--- config.mk ---
export PLATFORM = sky130hd
export DESIGN_NAME = mem_access_unit
export DESIGN_NICKNAME = d
export VERILOG_FILES = /design/src/rtl/mau_pkg.sv /design/src/rtl/mau_extend.sv /design/src/rtl/mem_access_unit.sv
export SDC_FILE = /design/constraint.sdc
export NUM_CORES = 1
export LEC_CHECK = 0
export CORE_MARGIN = 8
export CORE_UTILIZATION = 54
export CTS_CLUSTER_DIAMETER = 40
export CTS_CLUSTER_SIZE = 12
export DETAILED_ROUTE_END_ITERATION = 10
export PLACE_DENSITY = 0.86
export SKIP_LAST_GASP = 1
export SYNTH_ARGS = -nofsm -noshare
export SYNTH_HDL_FRONTEND = slang
export SYNTH_HIERARCHICAL = 1
export SYNTH_SLANG_ARGS = --single-unit
--- constraint.sdc ---
create_clock -name Clock -period 7.12 [get_ports Clock]
set_clock_uncertainty 0.15 [all_clocks]
set_input_delay 1.424 -clock Clock [delete_from_list [all_inputs] [get_ports Clock]]
set_output_delay 1.424 -clock Clock [all_outputs]
set_load 0.05 [all_outputs]
--- src/rtl/mau_pkg.sv ---
// rtl/mau_pkg.sv - shared size encodings, FSM states and helpers for mem_access_unit
package mau_pkg;

  localparam logic [1:0] SZ_BYTE = 2'b00;
  localparam logic [1:0] SZ_HALF = 2'b01;
  localparam logic [1:0] SZ_WORD = 2'b10;

  typedef enum logic [1:0] {
    ST_IDLE   = 2'b00,
    ST_ACCESS = 2'b01,
    ST_DONE   = 2'b10
  } state_t;

  // Index of the last byte of an access (N-1); the reserved size 11 counts as a word.
  function automatic logic [1:0] last_idx(input logic [1:0] size);
    case (size)
      SZ_BYTE: last_idx = 2'd0;
      SZ_HALF: last_idx = 2'd1;
      default: last_idx = 2'd3;
    endcase
  endfunction

endpackage

--- src/rtl/mau_extend.sv ---
// rtl/mau_extend.sv - combinational sign/zero extension of byte and half loads
module mau_extend
  import mau_pkg::*;
(
  input  logic [31:0] i_data,
  input  logic [1:0]  i_size,
  input  logic        i_sext,
  output logic [31:0] o_data
);

  always_comb begin
    o_data = i_data;
    case (i_size)
      SZ_BYTE: o_data = {{24{i_sext & i_data[7]}}, i_data[7:0]};
      SZ_HALF: o_data = {{16{i_sext & i_data[15]}}, i_data[15:0]};
      default: o_data = i_data;
    endcase
  end

endmodule

--- src/rtl/mem_access_unit.sv ---
// rtl/mem_access_unit.sv - big-endian byte-serial load/store unit over a byte-wide memory
// Optional MAU_ALIGN_CHECK_EN faults misaligned or out-of-range requests.
module mem_access_unit
  import mau_pkg::*;
#(
  parameter int MEM_BYTES = 64
) (
  input  logic        Clock,
  input  logic        ResetN,
  input  logic        Start,
  input  logic        MemRead,
  input  logic        MemWrite,
  input  logic [1:0]  Size,
  input  logic        SignExt,
  input  logic [31:0] Address,
  input  logic [31:0] WriteData,
  output logic        Busy,
  output logic        Done,
  output logic        Error,
  output logic [31:0] ReadData,
  output logic [31:0] MemAddr,
  output logic [7:0]  MemWData,
  output logic        MemWE,
  output logic        MemRE,
  input  logic [7:0]  MemRData
);

  state_t      r_state;
  state_t      w_next;
  logic [31:0] r_addr;
  logic [31:0] r_wdata;
  logic [31:0] r_acc;
  logic [31:0] r_rdata;
  logic [1:0]  r_size;
  logic [1:0]  r_cnt;
  logic        r_sext;
  logic        r_write;

  logic        w_valid_req;
  logic        w_fault;
  logic        w_last;
  logic [1:0]  w_byte_sel;
  logic [7:0]  w_wbyte;
  logic [31:0] w_acc_next;
  logic [31:0] w_ext;

  assign w_valid_req = Start & (MemRead ^ MemWrite);
  assign w_last      = (r_cnt == last_idx(r_size));
  assign w_byte_sel  = last_idx(r_size) - r_cnt;
  assign w_wbyte     = r_wdata[{w_byte_sel, 3'b000} +: 8];
  assign w_acc_next  = {r_acc[23:0], MemRData};
  assign ReadData    = r_rdata;

`ifdef MAU_ALIGN_CHECK_EN
  logic        r_err;
  logic [32:0] w_end;

  // 33-bit sum so a request near 2^32 cannot wrap past the bound.
  assign w_end   = {1'b0, Address} + {31'b0, last_idx(Size)};
  assign w_fault = ((Size == SZ_HALF) && Address[0])
                 || (Size[1] && (Address[1:0] != 2'b00))
                 || (w_end >= 33'(MEM_BYTES));
  assign Error   = Done & r_err;

  always_ff @(posedge Clock or negedge ResetN) begin
    if (!ResetN) begin
      r_err <= 1'b0;
    end else if ((r_state == ST_IDLE) && w_valid_req) begin
      r_err <= w_fault;
    end
  end
`else
  assign w_fault = 1'b0;
  assign Error   = 1'b0;
`endif

  mau_extend u_extend (
    .i_data (w_acc_next),
    .i_size (r_size),
    .i_sext (r_sext),
    .o_data (w_ext)
  );

  always_ff @(posedge Clock or negedge ResetN) begin
    if (!ResetN) begin
      r_state <= ST_IDLE;
    end else begin
      r_state <= w_next;
    end
  end

  // Strobes are decoded from the state so reset drops them without waiting for a clock.
  always_comb begin
    w_next   = r_state;
    Busy     = 1'b0;
    Done     = 1'b0;
    MemRE    = 1'b0;
    MemWE    = 1'b0;
    MemAddr  = 32'h0;
    MemWData = 8'h0;
    case (r_state)
      ST_IDLE: begin
        if (w_valid_req) begin
          w_next = w_fault ? ST_DONE : ST_ACCESS;
        end
      end
      ST_ACCESS: begin
        Busy    = 1'b1;
        MemAddr = r_addr + {30'b0, r_cnt};
        MemRE   = ~r_write;
        MemWE   = r_write;
        if (r_write) begin
          MemWData = w_wbyte;
        end
        if (w_last) begin
          w_next = ST_DONE;
        end
      end
      ST_DONE: begin
        Busy   = 1'b1;
        Done   = 1'b1;
        w_next = ST_IDLE;
      end
      default: w_next = ST_IDLE;
    endcase
  end

  always_ff @(posedge Clock or negedge ResetN) begin
    if (!ResetN) begin
      r_addr  <= 32'h0;
      r_wdata <= 32'h0;
      r_acc   <= 32'h0;
      r_rdata <= 32'h0;
      r_size  <= SZ_BYTE;
      r_cnt   <= 2'd0;
      r_sext  <= 1'b0;
      r_write <= 1'b0;
    end else begin
      case (r_state)
        ST_IDLE: begin
          if (w_valid_req) begin
            r_addr  <= Address;
            r_wdata <= WriteData;
            r_size  <= Size;
            r_sext  <= SignExt;
            r_write <= MemWrite;
            r_cnt   <= 2'd0;
            r_acc   <= 32'h0;
          end
        end
        ST_ACCESS: begin
          r_acc <= w_acc_next;
          if (!w_last) begin
            r_cnt <= r_cnt + 2'd1;
          end else if (!r_write) begin
            r_rdata <= w_ext;
          end
        end
        default: ;
      endcase
    end
  end

endmodule

* Word-level counts from Yosys, hierarchy flattened
Cells that the tools add are included.
** Operators by class
- Add/subtract/negate cells :: 3
- Eq/ne operators :: 7
- Shift operators :: 1
- Mux-type cells :: 17
- Bitwise logic cells :: 5
- Reduce and logical (&&, ||, !) cells :: 9
** Operators by type and width (count)
- 32-bit case mux with 2 select lines :: 1
- 24-bit case mux with 2 select lines :: 1
- 32-bit by 2-bit adder with 32-bit output :: 1
- 32-bit two-way mux :: 1
- 32-bit by 6-bit indexed part select with 8-bit output :: 1
- 24-bit two-way mux :: 1
- 8-bit two-way mux :: 2
- 2-bit case mux with 2 select lines :: 3
- 2-bit two-way mux :: 4
- 2-bit inequality test, second input constant :: 3
- 2-bit AND reduction :: 3
- 3-bit AND reduction :: 2
- 2-bit by 1-bit equality test with 1-bit output, second input constant :: 2
- 2-bit zero test :: 2
- 1-bit two-way mux :: 4
- 1-bit bitwise AND :: 3
- 2-bit by 1-bit adder with 2-bit output, second input constant :: 1
- 2-bit equality test :: 1
- 2-bit equality test, second input constant :: 1
- 2-bit nonzero test :: 1
- 2-bit OR reduction :: 1
- 2-bit subtractor :: 1
- 1-bit inverter :: 1
- 1-bit XOR :: 1
** Storage, ports and cells
- Flip-flop bits (word level) :: 128
- Input bits :: 80
- Output and inout port bits :: 77
- Word-level logic and storage cells :: 51

* Logic depth before layout (Yosys ltp)
- Word-level depth :: 6
- Depth in mapped cells :: 7
- Depth with buffers taken out :: 6

* Modules after synthesis
Netlist, hierarchy kept.
** Modules (own cells, without submodules)
- mem_access_unit :: times used 1, cells each 473, area an instance 6058.3 um^2, sequential area each 3203.1 um^2
- mau_extend :: times used 1, cells each 66, area an instance 385.4 um^2, sequential area each 0.0 um^2

* Worst setup path after synthesis
No wires, ideal clock.
- Path type :: register -> output
- Start :: register r_state[1]
- End :: output port MemWData[0]
- Data arrival time :: 2.461 ns
- Data required time :: 5.546 ns
- Setup slack :: 3.085 ns
- Stages on the path, launching flop included :: 7
- Path buffers :: 1
- Cells stage by stage :: dfrtp_1 -> inv_1 -> ha_1 -> clkbuf_1 -> and2_1 -> nand2_1 -> o22ai_1
** Between the ends
- Cells in the longest elaborated chain, start to end :: 2
** Ends and longest elaborated chain
- start: declaration :: line mem_access_unit.sv:28 : state_t r_state;
- start signal: assignment :: line mem_access_unit.sv:88 : r_state <= w_next;
- 2-bit by 1-bit equality test with 1-bit output :: line mem_access_unit.sv:101 : case (r_state)
- 8-bit two-way mux :: line mem_access_unit.sv:101
- end: declaration :: line mem_access_unit.sv:22 : output logic [7:0] MemWData,
No other way between the ends.

* Worst setup path after layout
- Start :: register r_size[1]
- End :: output port MemWData[7]
** Between the ends
- Cells in the longest elaborated chain, start to end :: 6
- Elaborated cells between the ends (all ways) :: 7
- Classes of those cells :: 1 x add/sub; 1 x eq/ne; 1 x shift; 3 x mux; 1 x reduce/logical
** Ends and longest elaborated chain
- start: declaration :: line mem_access_unit.sv:34 : logic [1:0] r_size;
- start signal: assignment :: line mem_access_unit.sv:144 : r_size <= Size;
- 2-bit by 1-bit equality test with 1-bit output / 2-bit zero test (equally long branches) :: line mau_pkg.sv:16 : case (size)
- 2-bit case mux with 2 select lines (*) :: line mau_pkg.sv:16
- 2-bit subtractor (*) :: line mem_access_unit.sv:49 : assign w_byte_sel = last_idx(r_size) - r_cnt;
- 32-bit by 6-bit indexed part select with 8-bit output (*) :: line mem_access_unit.sv:50 : assign w_wbyte = r_wdata[{w_byte_sel, 3'b000} +: 8];
- 8-bit two-way mux (*) :: line mem_access_unit.sv:112 : if (r_write) begin
- 8-bit two-way mux (*) :: line mem_access_unit.sv:101
Mark *: on every way between the ends. The rest lies on a longest branch, timed or not.

==> results.txt <==
setup repair after global routing missed its margin: false
Routed Antenna Nets: 0
met3 layer usage reported by global route: 7.01%
WL/cell: 19.5 um
Max stage delay cell, worst path: sky130_fd_sc_hd__dfrtp_1
io pins: 157
share of layout cells above drive strength 1: 21.8%
Die Span Y: 125 um
total clock buffers created by CTS: 17
sequential share of the synthesized area: 49.7%
warning count from the yosys run: 6
family with the most delay on the worst path: flip-flops
synthesized area per cell: 12.0 sq um
routability-driven placement congestion ratio: 0.822
cell at the root of the clock tree: sky130_fd_sc_hd__clkbuf_16
area of the core: 0.0118 sq mm
max_cap viols: 0
min Tclk post-route: 5.17 ns
Total Negative Setup Slacks: 0 ns
number of clock sinks: 128
share of synthesized flip-flops with an asynchronous set or reset: 100%
synth-to-layout area growth: 32.7%
nature of the critical path startpoint: register
H-Tree Depth: 4
number of DRC violations after detailed-routing iteration 0: 373
element type at the critical path end: output port
worst-case headroom to the max-slew limit: 32.3%
list of cells traversed by the critical path: nor2_1 > ha_1 > xor2_4 > mux2i_1 > o22ai_1 > clkdlybuf4s50_1
wire length of the first global-routing pass: 26500 um
Tightest Pin Transition: 1.02 ns
largest net degree at the start of global routing: 75
leakage power of the design: 0.00359 uW
CTS Buffer Depth: 2
half-perimeter wire length of the detailed placement result: 11400 um
port bufs: 155
number of resized instances in the post-cts repair step: 0
total of flip-flops plus latches after synthesis: 128
clock transition time at the flip-flop clock pins of the worst setup and hold paths: 0.05 ns
top cells by area in the synthesized netlist: sky130_fd_sc_hd__dfrtp_1, sky130_fd_sc_hd__mux2_2, sky130_fd_sc_hd__a22o_1, sky130_fd_sc_hd__mux2i_1, sky130_fd_sc_hd__nand2_1
overall die area: 0.0157 sq mm
fmax: 193 MHz
initial core utilization: 54.6%
commonest non-fill, non-tap cell in the layout: sky130_fd_sc_hd__clkdlybuf4s50_1
data arrival time of the critical path: 3.60 ns
total standard cell area after synthesis: 0.00644 sq mm
CTS tree: yes
# DRC: 0
status: complete, no violations
fraction of met2 tracks used by global routing: 34.3%
die extent in x: 125 um
post-cts hold buffer count: 0
critical path peak fanout: 30
Cell Rows: 40
Yosys top cell area share: 49.7%
Pwr Density: 554 mW/mm^2
insertion delay to the later sink of the worst-skew pair: 0.42 ns
cell count after synthesis: 539
antenna diode count: 0
Primary FF master, synth: sky130_fd_sc_hd__dfrtp_1
net count reported at finish: 762
detailed-route wire length: 16300 um
Post-CTS Repair Setup Buffers: 0
post-route fraction of the period consumed by the critical path: 72.6%
first-pass detailed-route iteration total: 5
worst setup slack after layout: 1.95 ns
Vias: 4847
buffers and inverters on the worst path: 1
worst path required time: 5.55 ns
initial antenna violation count: 0
pre-CTS setup slack: 2.42 ns
class of the worst hold path: register to register
Max IR drop VDD: 0.311 mV
total count of hold-check failures in the final report: 0
delay of the slowest cell on the worst path: 0.95 ns
Final setup viols: 0
layer with the highest usage after global routing: met2
GRT met1 Usage: 25.1%
crit path kind: register to output port
total track usage: 21.0%
vias per inst: 5.81
final max-slew violation count: 0
number of enable-type register cells in the synthesized netlist: 0
number of nets produced by synthesis: 627
vias in the first global route: 5092
Netlist cell types: 54
cell taking the most area after synthesis: sky130_fd_sc_hd__dfrtp_1
global route total overflow: 0
commonest cells after routing, fill and taps aside: sky130_fd_sc_hd__clkdlybuf4s50_1, sky130_fd_sc_hd__dfrtp_1, sky130_fd_sc_hd__mux2_2
synth_stat cells (5+ instances only):
| master | instances |
|---|---|
| sky130_fd_sc_hd__buf_2 | 18 |
| sky130_fd_sc_hd__and4_1 | 5 |
| sky130_fd_sc_hd__o21ai_0 | 23 |
| sky130_fd_sc_hd__o21a_1 | 5 |
| sky130_fd_sc_hd__or4_1 | 9 |
| sky130_fd_sc_hd__ha_1 | 7 |
| sky130_fd_sc_hd__mux2_2 | 101 |
| sky130_fd_sc_hd__and3_1 | 5 |
| sky130_fd_sc_hd__o22ai_1 | 8 |
| sky130_fd_sc_hd__or3_1 | 8 |
| sky130_fd_sc_hd__o31ai_1 | 9 |
| sky130_fd_sc_hd__clkbuf_1 | 6 |
| sky130_fd_sc_hd__nand3_1 | 10 |
| sky130_fd_sc_hd__a22o_1 | 24 |
| sky130_fd_sc_hd__dfrtp_1 | 128 |
| sky130_fd_sc_hd__mux2i_1 | 16 |
| sky130_fd_sc_hd__xor2_1 | 10 |
| sky130_fd_sc_hd__and2_1 | 5 |
| sky130_fd_sc_hd__nand2_1 | 40 |
| sky130_fd_sc_hd__nor2_1 | 14 |
| sky130_fd_sc_hd__a21oi_1 | 19 |
| sky130_fd_sc_hd__o21ai_1 | 6 |
| sky130_fd_sc_hd__nand4_1 | 8 |
| sky130_fd_sc_hd__buf_4 | 12 |
worst paths after layout:
check,startpoint,to,slack [ns],cells past startpoint
worst min-delay path,ReadData[21]$_DFFE_PN0P_,ReadData[21]$_DFFE_PN0P_,0.35,1
worst max-delay path,r_size[1]$_DFFE_PN0P_,MemWData[7],1.95,6
min in group asynchronous,ResetN,ReadData[1]$_DFFE_PN0P_,0.90,1
max in group asynchronous,ResetN,ReadData[21]$_DFFE_PN0P_,4.52,2
worst max register to register,r_state[1]$_DFFE_PN0P_,ReadData[29]$_DFFE_PN0P_,4.14,7
worst min register to register,ReadData[21]$_DFFE_PN0P_,ReadData[21]$_DFFE_PN0P_,0.35,1
layer usage:
layer	up-vias	share of wire [%]
met5	-	0
met4	0	1.7
met3	20	6.9
met2	182	49
met1	2405	42
li1	2240	-
area by class of cell:
class / instances / area [sq um]
clock buffers: 23 / 468
clock inverters: 9 / 131
fillers: 779 / 3260
inverters: 4 / 15.0
multi-input cells: 364 / 2970
flip-flops and latches: 128 / 3200
well taps: 147 / 184
repair buffers: 159 / 1580
metrics by stage:
stage	total power (uW)	utilization [%]	instance area [sq um]	cells	hold WS, ns
floorplan	3110	-	6440	539	0.324
global placement	3760	67.3	7950	802	0.338
detailed placement	3850	67.3	7950	802	0.344
CTS	4750	72.4	8550	834	0.357
global route	4960	72.4	8550	834	0.375
finish	4730	72.4	8550	834	0.354
worst reg2reg max path: cells and delay by family (launching register included):
family,cells,cell delay [ns]
adders and majority gates,1,0.35
buffers and inverters,3,1.19
DFF,1,0.35
muxes,1,0.41
and+or+nand+nor,2,0.41
report_power, final:
group	switching [uW]	internal [uW]	total [uW]
Sequential	324	1090	1410
Clock	311	569	880
Combinational	1460	986	2440
Total	2090	2640	4730
registers in the layout, summed over array words and instances (netlist names):
register,cells
r_state,2
r_addr,32
ReadData,32
r_size,2
r_acc,24
r_cnt,2
r_wdata,32
r_write,1
r_sext,1
logic make-up (layout without fill, tap and decap cells):
| logic type | after synthesis | in the layout | synth area share [%] |
|---|---|---|---|
| AO/OA/AOI/OAI | 105 | 105 | 10.9 |
| other | 1 | 1 | 0.0582 |
| adder cells (fa/ha/maj) | 8 | 8 | 1.67 |
| XOR/XNOR | 13 | 13 | 2.17 |
| flip-flops | 128 | 128 | 49.7 |
| buffers and inverters | 47 | 195 | 4.43 |
| AND/OR/NAND/NOR | 119 | 119 | 10.6 |
| multiplexers | 118 | 118 | 20.5 |
Power figures use the tool's default switching activity.
